`config.mk`:
```
export PLATFORM = sky130hd
export DESIGN_NAME = grostl_sub_bytes_seq
export DESIGN_NICKNAME = d
export VERILOG_FILES = /design/src/rtl/grostl_sub_bytes_seq.sv
export SDC_FILE = /design/constraint.sdc
export NUM_CORES = 2
export LEC_CHECK = 0
export CORE_AREA = 2 2 401 403
export DETAILED_ROUTE_END_ITERATION = 7
export DIE_AREA = 0 0 403 405
export DONT_BUFFER_PORTS = 1
export PLACE_DENSITY = 0.57
export SYNTH_ARGS = -nofsm -noshare
export SYNTH_HDL_FRONTEND = slang
export SYNTH_SLANG_ARGS = --single-unit
```
`constraint.sdc`:
```
create_clock -name clk -period 3.02 [get_ports clk]
set_input_delay 0.453 -clock clk [delete_from_list [all_inputs] [get_ports clk]]
set_output_delay 0.453 -clock clk [all_outputs]
set_load 0.1 [all_outputs]
```
`src/rtl/grostl_sub_bytes_seq.sv`:
```
// grostl_sub_bytes_seq: sequential Grostl SubBytes, LANES S-boxes swept over BYTES/LANES beats
module grostl_sbox_lut (
  input  logic [7:0] i_a,
  output logic [7:0] o_y
);
  localparam logic [0:255][7:0] SBOX = {
    128'h637c777bf26b6fc53001672bfed7ab76, 128'hca82c97dfa5947f0add4a2af9ca472c0,
    128'hb7fd9326363ff7cc34a5e5f171d83115, 128'h04c723c31896059a071280e2eb27b275,
    128'h09832c1a1b6e5aa0523bd6b329e32f84, 128'h53d100ed20fcb15b6acbbe394a4c58cf,
    128'hd0efaafb434d338545f9027f503c9fa8, 128'h51a3408f929d38f5bcb6da2110fff3d2,
    128'hcd0c13ec5f974417c4a77e3d645d1973, 128'h60814fdc222a908846eeb814de5e0bdb,
    128'he0323a0a4906245cc2d3ac629195e479, 128'he7c8376d8dd54ea96c56f4ea657aae08,
    128'hba78252e1ca6b4c6e8dd741f4bbd8b8a, 128'h703eb5664803f60e613557b986c11d9e,
    128'he1f8981169d98e949b1e87e9ce5528df, 128'h8ca1890dbfe6426841992d0fb054bb16
  };
  assign o_y = SBOX[i_a];
endmodule

module grostl_sub_bytes_seq #(
  parameter int BYTES = 64,
  parameter int LANES = 8
) (
  input  logic                   clk,
  input  logic                   rst_n,
  input  logic [0:BYTES-1][7:0]  din,
  input  logic                   in_valid,
  output logic                   in_ready,
  output logic [0:BYTES-1][7:0]  dout,
  output logic                   out_valid,
  input  logic                   out_ready,
  output logic                   busy
);
  localparam int BEATS = BYTES / LANES;
  localparam int CW = BEATS > 1 ? $clog2(BEATS) : 1;
  typedef enum logic [1:0] {IDLE, BUSY, DONE} state_t;
  state_t                  r_state;
  logic [0:BYTES-1][7:0]   r_st;
  logic [0:BYTES-1][7:0]   w_rot;
  logic [0:LANES-1][7:0]   w_sub;
  logic [CW-1:0]           r_cnt;
  logic                    w_load;
  if (BYTES % LANES != 0) begin : g_chk
    $error("BYTES must be a multiple of LANES");
  end
  for (genvar i = 0; i < LANES; i++) begin : g_sbox
    grostl_sbox_lut u_sbox (.i_a(r_st[i]), .o_y(w_sub[i]));
  end
  // head bytes go through the S-boxes and re-enter at the tail
  for (genvar i = 0; i < BYTES; i++) begin : g_rot
    if (i < BYTES - LANES) begin : g_sh
      assign w_rot[i] = r_st[i+LANES];
    end else begin : g_sb
      assign w_rot[i] = w_sub[i-(BYTES-LANES)];
    end
  end
  assign in_ready  = (r_state == IDLE) | (r_state == DONE & out_ready);
  assign w_load    = in_valid & in_ready;
  assign out_valid = r_state == DONE;
  assign busy      = r_state == BUSY;
  assign dout      = r_st;
  always_ff @(posedge clk or negedge rst_n) begin
    if (!rst_n) begin
      r_state <= IDLE;
      r_st    <= '0;
      r_cnt   <= '0;
    end else if (w_load) begin
      r_state <= BUSY;
      r_st    <= din;
      r_cnt   <= '0;
    end else if (r_state == BUSY) begin
      r_st  <= w_rot;
      r_cnt <= r_cnt + CW'(1);
      if (r_cnt == CW'(BEATS - 1)) r_state <= DONE;
    end else if (r_state == DONE && out_ready) begin
      r_state <= IDLE;
    end
  end
endmodule

```
==> results.yml <==
finish:
  nNetsFinal: 8514
  syn2layout_area_growth_pct: 30.4
  post-route-util_pct: 40.8
  drive_above_1_share_pct: 18.3
  fillers: 16500
  final_cells: 10000
worst_setup_path:
  crit_chain: "inv_1 -> buf_4 -> ha_1 -> mux4_2 -> o221ai_2 -> buf_4 -> or4b_1 -> a311oi_4 -> buf_4 -> a31oi_1"
  cp_num_buf_inv: 4
  crit_fanout: 11
  cp.required_ns: 3.57
  startpoint_type: "flop"
  critical_path_class: "reg2reg"
  cp.arrival_ns: 3.51
  critPathTopFamily: "compound AO/OA/AOI/OAI gates"
  critPathCaptureType: "flop"
  cp_common_cell: "buf_4"
  critPathMaxStageDelay_ns: 0.49
  slowest_stage: "or4b_1"
die:
  num_rows: 147
  pin_count: 1031
  die_x_um: 403
  core_region_area_um2: 159000
  initial_core_util_pct: 31.3
  chipHeight_um: 405
  dieArea_um2: 163000
cts:
  clkTransAtPathRegs_ns: 0.06
  post-cts-setup-buffers: 0
  clock-root-buffer: "clkbuf_16"
  clock-sinks: 517
  clock_path_buffers: 3
  tritoncts: "done"
  cts_made_buffers: 69
  cts_max_level: 3
  clk_latency_ns: 0.71
timing:
  fin_crit_ns: 2.96
  slew_headroom_pct: -146
  hold_violations: 282
  fin_crit_sh_pct: 97.9
  fin_hold_ws_ns: -0.516
  max_freq_ghz: 0.338
  fin_worst_skew_ns: 0.0397
  setup_tns_ns: 0
  tightest_slew_ns: 3.68
  slew_viol_final: 319
  setup_viol: 0
  rsz0062_at_grt: "no"
synthesis:
  netlist_top_cells_count: "nand2_1, nor2_1, a31oi_1, clkbuf_1, dfrtp_1"
  yosysWarnings: 0
  synth_edf_count: 0
  async_flop_share_pct: 100
  dominantRegCellSynth: "dfrtp_1"
  synthesis.nets: 7738
  synth-seq-cells: 517
  synth_top_area_share_pct: 26.0
  seq_area_frac_synth_pct: 26.0
  yosysMostFrequentCell: "nand2_1"
  synth_cell_type_count: 90
  synthTopCellsByArea: "dfrtp_1, nand2_1, a31oi_1"
  postSynthCellCount: 7100
  netlist_area_um2: 49800
  postSynthAreaPerCell_um2: 7.01
  yosys.area.top_type: "dfrtp_1"
status:
  violations: "negative hold slack, max-slew violations"
  outcome: "finished with violations"
placed_design:
  dp_hpwl_um: 275000
  gp_congestion: 1.05
  placedCellCount: 9483
  io_buffer_count: 0
grt:
  grt_overflow: 0
  grt_pass1_vias: 61500
  track_usage_pct: 41.8
  grt_max_degree: 518
  grt_pass1_wl_um: 494000
  antenna_found_initial: 39
detailed_routing:
  viasPerCell: 6.54
  met3_length_um: 41800
  drc: 0
  wl_per_cell_um: 35.7
  met1_length_um: 136000
  finalWirelength_um: 358000
  ant_nets: 0
  wl_met2_um: 152000
  top_layer: "met5"
  dr_total_vias: 65700
  drtIter0Drc: 9565
  drt_pass1_iterations: 7
hold_path:
  hold_path.class: "in2async"
job:
  cap_violations: 0
[cells in the final DEF, fill, tap and decap left out, types with 30 or more instances in the layout]
cell | Yosys | layout
nor4_1 | 36 | 36
nor3_1 | 182 | 182
mux4_2 | 55 | 55
buf_12 | 0 | 68
nand3_1 | 182 | 182
and3_1 | 41 | 41
dfrtp_4 | 0 | 30
nor2_1 | 784 | 782
mux2i_1 | 33 | 33
nand2_1 | 1288 | 1287
clkbuf_16 | 0 | 70
o31ai_1 | 57 | 56
dfrtp_1 | 517 | 460
ha_1 | 122 | 118
o211ai_1 | 121 | 121
a311oi_1 | 96 | 95
a211o_1 | 35 | 35
nand4_1 | 55 | 55
and2_1 | 60 | 59
o22ai_1 | 40 | 40
inv_1 | 66 | 63
or2_2 | 47 | 47
o21ai_0 | 343 | 343
a311o_1 | 37 | 37
nand2b_1 | 197 | 196
a2111oi_0 | 49 | 48
o311ai_0 | 64 | 64
a31oi_1 | 560 | 560
a21oi_1 | 409 | 408
a221oi_1 | 35 | 34
a22oi_1 | 30 | 30
nor2b_1 | 139 | 136
buf_4 | 8 | 1020
dlygate4sd3_1 | 0 | 408
o2111ai_1 | 33 | 33
a211oi_1 | 112 | 111
[registers in the layout, indices dropped and copies added, names as in the netlist]
name and flops:
dout 512, r_cnt 3, r_state 2
[kinds of logic (layout without fill, tap and decap cells)]
logic type,count (synthesis),after routing,share of synthesized area [%]
mux,107,107,3.58
xor+xnor,21,21,0.369
other cells,0,19,0
compound gates,2311,2311,31.3
fa+ha+maj,122,122,3.07
buf+inv,879,1712,7.17
flops,517,517,26.0
simple gates,3143,3143,28.5
[per-layer routing]
layer  track usage [%]  vias up
met3              12.6     1085
met1              52.4    32100
met5             0.862        -
li1                  -    27600
met2              62.0     4829
met4              27.2       38
[cell type report]
type | instances | area (um^2) | share of cell area [%]
inverters | 87 | 342 | 0.526
clock buffers | 98 | 2000 | 3.08
multi-input cells | 5704 | 33400 | 51.4
well taps | 2086 | 2610 | 4.02
clock inverters | 30 | 348 | 0.536
diodes | 19 | 47.5 | 0.0732
flip-flops and latches | 517 | 13100 | 20.1
repair buffers | 1497 | 13100 | 20.2
[path summary, 6_finish.rpt]
path	startpoint	to	slack, ns	depth (start not counted)
worst max-delay path	dout[481]	dout[37]	0.06	10
worst max register to register	dout[481]	dout[37]	0.06	10
worst min-delay path	rst_n	dout[79]	-0.52	0
worst min register to register	r_cnt[0]	r_cnt[0]	0.49	1
max in group asynchronous	rst_n	dout[456]	0.17	0
min in group clk	din[483]	dout[483]	0.03	2
[stage by stage]
stage	setup WS [ns]	instance area, um^2	hold slack, ns
after floorplan	-0.0556	49900	0.157
after global placement	-0.113	58400	0.185
after detailed placement	-0.0993	58400	0.182
after CTS	0.00268	64800	-0.557
after global routing	0.00901	64900	-0.545
final	0.0635	64900	-0.516
[timing repair]
| item | CTS | global route |
|---|---|---|
| endpoints found under the hold margin | 924 | 518 |
| gates resized for setup | 5 | 12 |
| hold buffers | 407 | 1 |
| endpoints found under the setup margin | 3 | 9 |
Power is left out: the tool's default activity adds up to more than one toggle a clock period on the data nets, which glitch-free logic cannot reach.
